File: config.mk
export PLATFORM = sky130hd
export DESIGN_NAME = shift_arbiter
export DESIGN_NICKNAME = d
export VERILOG_FILES = /design/src/rtl/shift_arbiter.sv
export SDC_FILE = /design/constraint.sdc
export NUM_CORES = 1
export LEC_CHECK = 0
export CELL_PAD_IN_SITES_DETAIL_PLACEMENT = 2
export CELL_PAD_IN_SITES_GLOBAL_PLACEMENT = 2
export CORE_MARGIN = 2
export CORE_UTILIZATION = 25
export CTS_BUF_LIST = sky130_fd_sc_hd__clkbuf_16
export CTS_CLUSTER_DIAMETER = 60
export DETAILED_ROUTE_END_ITERATION = 8
export PLACE_DENSITY = 0.81
export SYNTH_ARGS = -nofsm -noshare
export SYNTH_HDL_FRONTEND = slang
export SYNTH_SLANG_ARGS = --single-unit
export TNS_END_PERCENT = 100
File: constraint.sdc
create_clock -name clk -period 6 [get_ports clk]
set_clock_uncertainty 0.15 [all_clocks]
set_input_delay 1.5 -clock clk [delete_from_list [all_inputs] [get_ports clk]]
set_output_delay 1.5 -clock clk [all_outputs]
set_load 0.005 [all_outputs]
File: src/rtl/shift_arbiter.sv
// Round-robin arbiter and sequencer for the shared shifter: grants A or B, issues one operation,
// waits LAT cycles, then returns the captured result to the owning requester.
module shift_arbiter #(
    parameter int unsigned LAT = 1
) (
    input  logic        clk,
    input  logic        rst_n,
    input  logic        a_valid,
    output logic        a_ready,
    input  logic [31:0] a_x,
    input  logic [4:0]  a_s,
    input  logic        a_left,
    input  logic        a_log,
    input  logic        b_valid,
    output logic        b_ready,
    input  logic [31:0] b_x,
    input  logic [4:0]  b_s,
    input  logic        b_left,
    input  logic        b_log,
    output logic        a_rvalid,
    input  logic        a_rready,
    output logic        b_rvalid,
    input  logic        b_rready,
    output logic [31:0] r_data,
    output logic        sh_en,
    output logic [31:0] sh_x,
    output logic [4:0]  sh_s,
    output logic        sh_left,
    output logic        sh_log,
    input  logic [31:0] sh_z,
    output logic        busy
);

    typedef enum logic [1:0] {StIdle, StIssue, StWait, StResp} state_e;

    state_e     state_q;
    logic       owner_q;  // 0 = A, 1 = B
    logic       last_q;   // 0 = A, 1 = B
    logic [2:0] cnt_q;
    logic       idle;
    logic       gnt_a;
    logic       gnt_b;

    assign idle = (state_q == StIdle);

    // On a tie the requester that was not granted last wins; gated by reset so every
    // output reads 0 while reset is held.
    assign gnt_a = rst_n & idle & a_valid & (~b_valid | last_q);
    assign gnt_b = rst_n & idle & b_valid & (~a_valid | ~last_q);

    assign a_ready = gnt_a;
    assign b_ready = gnt_b;
    assign busy    = ~idle;

    always_ff @(posedge clk or negedge rst_n) begin
        if (!rst_n) begin
            state_q  <= StIdle;
            owner_q  <= 1'b0;
            last_q   <= 1'b1;
            cnt_q    <= 3'd0;
            sh_en    <= 1'b0;
            sh_x     <= 32'd0;
            sh_s     <= 5'd0;
            sh_left  <= 1'b0;
            sh_log   <= 1'b0;
            r_data   <= 32'd0;
            a_rvalid <= 1'b0;
            b_rvalid <= 1'b0;
        end else begin
            sh_en <= 1'b0;
            case (state_q)
                StIdle: begin
                    if (gnt_a || gnt_b) begin
                        state_q <= StIssue;
                        owner_q <= gnt_b;
                        last_q  <= gnt_b;
                        sh_en   <= 1'b1;
                        sh_x    <= gnt_b ? b_x    : a_x;
                        sh_s    <= gnt_b ? b_s    : a_s;
                        sh_left <= gnt_b ? b_left : a_left;
                        sh_log  <= gnt_b ? b_log  : a_log;
                    end
                end
                StIssue: begin
                    state_q <= StWait;
                    cnt_q   <= 3'(LAT);
                end
                StWait: begin
                    cnt_q <= cnt_q - 3'd1;
                    // Final wait cycle: the shifter result is valid now.
                    if (cnt_q == 3'd1) begin
                        state_q  <= StResp;
                        r_data   <= sh_z;
                        a_rvalid <= ~owner_q;
                        b_rvalid <= owner_q;
                    end
                end
                StResp: begin
                    if (owner_q ? b_rready : a_rready) begin
                        state_q  <= StIdle;
                        a_rvalid <= 1'b0;
                        b_rvalid <= 1'b0;
                    end
                end
                default: state_q <= StIdle;
            endcase
        end
    end

endmodule

==> metrics.txt, run 1 <==
CP Capture Type primary output; Die Area 16,100 um^2; fillers 1,535; ANT nets after route 0; post-layout min period 4610 ps; Critical-path top delay cell clkdlybuf4s50_1; IO Pins 193; via count 3,410; Cell Area, Synth 3780 um^2; Initial DRC Count 111; number of synthesis warnings 0; Slew @ Worst Pin 1090 ps; DRC Markers 0; DP Cell Count 702; initial antenna violation count 0; worst hold endpoint last_q; Core Rows 44; status complete, no violations; period utilization 0.768; Rel. slew slack 0.272; final net count 650; n_diodes 0; Die Width 127 um; clock buffer depth 2; Root Buffer clkbuf_16; cts bufs inserted 9; Yosys cell types 33; Leak 2.58 nW; startpoint of the worst hold path last_q; CP Class in2out; internal power 2.13 mW; startpoint types input pin; Die Y 127 um; RSZ-0062 raised after global routing no; WP buf/inv 2; Clk pin slew, worst setup/hold paths 60 ps; hold slack 341 ps; Worst Path Max Fanout 4; max cap viols 0; Initial Utilization 0.258; Syn Area/Cell 10.9 um^2; Largest stage delay, worst path 550 ps; CP most frequent cell clkdlybuf4s50_1; Final GP Congestion 0.735; power share of the sequential group 0.320; Max Slew Vio Count 0; reg-to-reg slack, setup 3610 ps; Port Buffer Count 192; Mapped Nets 467; worst r2r src state_q[0]; H-tree Lvls 3; CTS tree built; Synth Register Bits 81; Post-CTS Resized 0; sequential area share after synthesis 0.537; largest net degree at the start of global routing 50; R2R cell count 5; Area Overhead vs Synth 62.2%; critical path required time 4350 ps; switching part of the total 0.317; gr ovfl total 0; Vias/cell 4.76; peak supply drop 185 uV; worst path cell trace clkdlybuf4s50_1 > nand3_1 > a21oi_1 > clkdlybuf4s50_1; P_sw 989 uW; clk_lat worst skew 340 ps; Overall Global Routing Usage 0.181; TritonRoute pass-1 iters 4; Mapped Cells 346; Clock Sinks 81; Clock power frac 0.197; WL per Instance 20.1 um; share of layout cells above drive strength 1 0.111; Final Hold Viols 0; max frequency 217 MHz; Critical Path AT 2960 ps; post-CTS setup buffers 0; Fin Setup TNS 0 ps; critical path's top delay family buffers and inverters; final setup vio count 0; detailed placement HPWL 10,100 um; core box area 14,600 um^2; Combinational Power Share 0.483; power per cell area 509 nW/um^2; DRT Wirelength 14,400 um; Layout Cells excl Fill 716; R2R Path End r_data[30]; Worst Hold Class reg2reg; global-route wire length before repair 22,300 um; vias in the first global route 3,958; Hold Path Stages 2; cts hold-fix bufs 0
per-stage QoR:
step | power, mW | setup slack (ps) | util | area (um^2)
global placement | 2.44 | 1380 | 0.397 | 5810
detailed placement | 2.53 | 1340 | 0.397 | 5810
floorplan | 1.74 | 2180 | - | 3780
finish | 3.12 | 1390 | 0.419 | 6130
CTS | 3.18 | 1340 | 0.419 | 6130
global route | 3.33 | 1300 | 0.419 | 6130
per-layer routing:
layer / global-route usage / wire [um] / up-vias / share of wire
met4: 0.0653 / 251 / 0 / 0.017
li1: - / - / 1557 / -
met2: 0.316 / 7150 / 138 / 0.50
met3: 0.0447 / 889 / 17 / 0.062
met1: 0.217 / 6090 / 1698 / 0.42
met5: 0 / 0 / - / 0
cells in the final DEF, fill, tap and decap left out, types with 2 or more instances in the layout:
master           instances
mux2i_1                  3
mux2_2                   2
nand2_1                 84
a21oi_1                  5
dfrtp_1                 80
ha_1                     5
buf_4                    7
clkbuf_16                9
nand3_1                 40
clkdlybuf4s50_1        191
mux2_4                  30
o22ai_1                  2
inv_1                   12
o211ai_1                40
o21ai_0                  2
nor2_1                   2
bufinv_16                3
sequential cells by signal (all words and copies together) (netlist names):
name      cells
sh_log        1
a_rvalid      1
sh_x         32
b_rvalid      1
sh_en         1
owner_q       1
r_data       32
state_q       2
sh_s          5
cnt_q         3
last_q        1
sh_left       1
worst max-delay path by stage:
| stage | start | slack (ps) | to | cells past startpoint |
|---|---|---|---|---|
| floorplan | b_valid | 2180 | b_ready | 5 |
| global placement | a_valid | 1380 | a_ready | 4 |
| detailed placement | a_valid | 1340 | a_ready | 4 |
| CTS | a_valid | 1340 | a_ready | 4 |
| global route | rst_n | 1300 | a_ready | 4 |
| finish | a_valid | 1390 | a_ready | 4 |
cell families after synthesis:
| logic type | Yosys count | synth area share |
|---|---|---|
| AOI/OAI and AO/OA | 53 | 0.102 |
| muxes | 35 | 0.133 |
| DFF | 81 | 0.537 |
| buffers and inverters | 38 | 0.0566 |
| adders and majority gates | 5 | 0.0166 |
| and+or+nand+nor | 134 | 0.156 |
power by group through the flow:
stage | clock [mW] | sequential [mW] | combinational [mW]
after floorplan | 0 | 0.994 | 0.746
after global placement | 0 | 0.981 | 1.45
after detailed placement | 0 | 1.01 | 1.52
after CTS | 0.636 | 1.00 | 1.54
after global routing | 0.653 | 1.03 | 1.64
final | 0.616 | 0.999 | 1.51
worst register-to-register path: cells and delay by family (launching register included):
| family | cells | cell delay (ps) |
|---|---|---|
| simple gates | 1 | 830 |
| fa+ha+maj | 1 | 270 |
| buf+inv | 2 | 200 |
| flops | 1 | 390 |
| mux | 1 | 430 |
cell usage after synthesis:
| cell type | count | area, um^2 |
|---|---|---|
| o21ai_0 | 2 | 10.0 |
| mux2_2 | 2 | 22.5 |
| dfrtp_1 | 80 | 2000 |
| clkbuf_1 | 12 | 45.0 |
| ha_1 | 5 | 62.6 |
| a22o_2 | 1 | 10.0 |
| o22ai_1 | 2 | 12.5 |
| nor4b_1 | 1 | 8.76 |
| o211ai_1 | 40 | 300 |
| dfstp_2 | 1 | 26.3 |
| a2bb2oi_1 | 1 | 8.76 |
| o21bai_1 | 1 | 7.51 |
| nand2b_4 | 1 | 13.8 |
| nand3_1 | 40 | 200 |
| buf_4 | 1 | 7.51 |
| and2_1 | 1 | 6.26 |
| buf_12 | 3 | 60.1 |
| mux2_4 | 30 | 450 |
| buf_2 | 8 | 40.0 |
| or2_1 | 1 | 6.26 |
| nor3_1 | 1 | 5.00 |
| inv_2 | 1 | 3.75 |
| and4bb_2 | 1 | 12.5 |
| a21oi_1 | 5 | 25.0 |
| nand2_1 | 84 | 315 |
| clkbuf_2 | 1 | 5.00 |
| buf_6 | 1 | 11.3 |
| nor2_1 | 2 | 7.51 |
| inv_1 | 11 | 41.3 |
| mux2i_1 | 3 | 30.0 |
| or3_1 | 1 | 6.26 |
| a222oi_1 | 1 | 10.0 |
| and3_1 | 1 | 6.26 |
cell type report:
cell class,instances,area (um^2),area share
sequential,81,2030,0.331
inverter,12,45.0,0.00735
timing repair buffer,198,1960,0.320
tap,184,230,0.0376
clock inverter,5,97.6,0.0159
multi-input combinational,227,1540,0.251
clock buffer,9,225,0.0367
Power figures use the tool's default switching activity.
==> run 2, diff against run 1 <==
Settings changed: CORE_UTILIZATION 25 to 21, PLACE_DENSITY 0.81 to 0.72.
Clock period 6 ns to 4.2 ns, I/O delays scaled along.
==> metrics.txt, run 2 (synthesis results as in run 1) <==
status complete, no violations; Worst Hold Class reg2reg; Initial DRC Count 78 (-30%); DRT Wirelength 13,800 um (-3.9%); Post-CTS Resized 0 (unchanged); GR Util met2 0.249 (-0.0669); Final Util 0.346 (-0.0726); Die Y 138 um (+8.8%); vias in the first global route 3,843 (-2.9%); Fin Setup TNS 0 ps (unchanged); Worst Path Max Fanout 4 (unchanged); Leak 2.57 nW (-0.46%); n_diodes 0 (unchanged); detailed placement HPWL 9810 um (-3.2%); IO Pins 193 (unchanged); Initial Utilization 0.212 (-0.0463); placed cell area 5890 um^2 (+1.4%); ANT nets after route 0 (unchanged); power per cell area 700 nW/um^2 (+37%); Final Hold Viols 0 (unchanged); share of layout cells above drive strength 1 0.118 (+0.00685); Max Slew Vio Count 0 (unchanged); Slew @ Worst Pin 1100 ps (+3.52 ps); P_sw 1.39 mW (+40%); RSZ-0062 raised after global routing no; DRC Markers 0 (unchanged); internal power 2.94 mW (+38%); H-tree Lvls 3 (unchanged); final setup vio count 0 (unchanged); DP Cell Count 748 (+6.6%); commonest non-fill, non-tap cell in the layout clkdlybuf4s50_1; Register Area 2030 um^2 (unchanged); max cap viols 0 (unchanged); power share of the sequential group 0.326 (+0.006); clk_lat worst skew 340 ps (about the same); Core Rows 49 (+11%); Rel. slew slack 0.269 (-0.00235); commonest cells after routing, fill and taps aside 191 x clkdlybuf4s50_1, 83 x nand2_1, 80 x dfrtp_1, 40 x nand3_1, 40 x o211ai_1; switching part of the total 0.321 (+0.00400); peak supply drop 239 uV (+29%); cts bufs inserted 9 (unchanged); post-CTS setup buffers 0 (unchanged); WL per Instance 18.1 um (-9.9%); Critical Path AT 2460 ps (-500 ps); Die Area 19,100 um^2 (+18%); Die Width 138 um (+8.8%); most used routing layer met2; Clock power frac 0.180 (-0.017); global routing usage on met3 0.0402 (-0.00453); biggest regs r_data x32, sh_x x32, sh_s x5; post-route cell area 6170 um^2 (+0.71%); largest net degree at the start of global routing 51 (+2.0%); post-layout min period 3660 ps; final net count 651 (+0.15%); area of the multi-input gates 1540 um^2 (+0.16%); fillers 1,877 (+22%); period utilization 0.871; via count 3,406 (-0.12%); TritonRoute pass-1 iters 4 (unchanged); CP Capture Type primary output; max frequency 273 MHz; GR Layer Usage met1 0.183 (-0.0345); global-route wire length before repair 22,100 um (-0.68%); Final GP Congestion 0.750 (+2.0%); Clk pin slew, worst setup/hold paths 70 ps (about the same); clock buffer depth 2 (unchanged); core box area 17,800 um^2 (+22%); Root Buffer clkbuf_16; cts hold-fix bufs 0 (unchanged); Port Buffer Count 192 (unchanged); gr ovfl total 0 (unchanged); startpoint types input pin; Area Overhead vs Synth 63.4%; Combinational Power Share 0.494 (+0.011); Clock Sinks 81 (unchanged); Overall Global Routing Usage 0.147 (-0.0343); critical path required time 3000 ps (-1350 ps); CTS tree built; initial antenna violation count 0 (unchanged); Vias/cell 4.46 (-6.4%); Layout Cells excl Fill 764 (+6.7%); CP Class in2out
run 2: cell types whose count changed in the layout (fill, tap and decap cells not counted), sizes merged:
| cell | change |
|---|---|
| buf | +1 |
| bufinv | -2 |
| clkinv | +2 |
| clkinvlp | +2 |
run 2: layout make-up:
cell class                      instances  share of cell area
Clock buffer                            9              0.0365
Tap cell                              229              0.0464
Inverter                               12             0.00729
Multi-Input combinational cell        227               0.250
Clock inverter                          7              0.0101
Timing Repair Buffer                  199               0.321
Sequential cell                        81               0.328
run 2: stage by stage:
step	hold slack (ps)	setup WS, ps	total power [mW]
floorplan	292	1280	2.49
global placement	321	526	3.49
detailed placement	332	536	3.59
CTS	342	525	4.42
global route	359	432	4.64
finish	332	543	4.32
run 2: power groups by stage:
stage | Sequential (mW) | Clock, mW | Combinational, mW
5_1_grt | 1.47 | 0.846 | 2.33
6_report | 1.41 | 0.778 | 2.13
2_1_floorplan | 1.42 | 0 | 1.07
3_5_place_dp | 1.43 | 0 | 2.16
4_1_cts | 1.42 | 0.819 | 2.18
3_3_place_gp | 1.40 | 0 | 2.10
run 2: critical path, cell delays in order:
cell and delay (ps):
clkdlybuf4s50_1 520, and3_2 200, and2_2 160, clkdlybuf4s50_1 530
run 2: final timing paths:
path	from	endpoint	slack (ps)	depth (start not counted)
max	b_valid	b_ready	540	4
min	last_q	last_q	330	2
max reg2reg	state_q[0]	r_data[30]	1820	5
min reg2reg	last_q	last_q	330	2
max in group asynchronous	rst_n	sh_x[16]	2710	2
min in group asynchronous	rst_n	state_q[1]	630	2
run 2: layer usage:
layer | share of wire | wire length (um)
met1 | 0.43 | 6010
met2 | 0.49 | 6810
met3 | 0.059 | 814
met4 | 0.014 | 190
met5 | 0 | 0
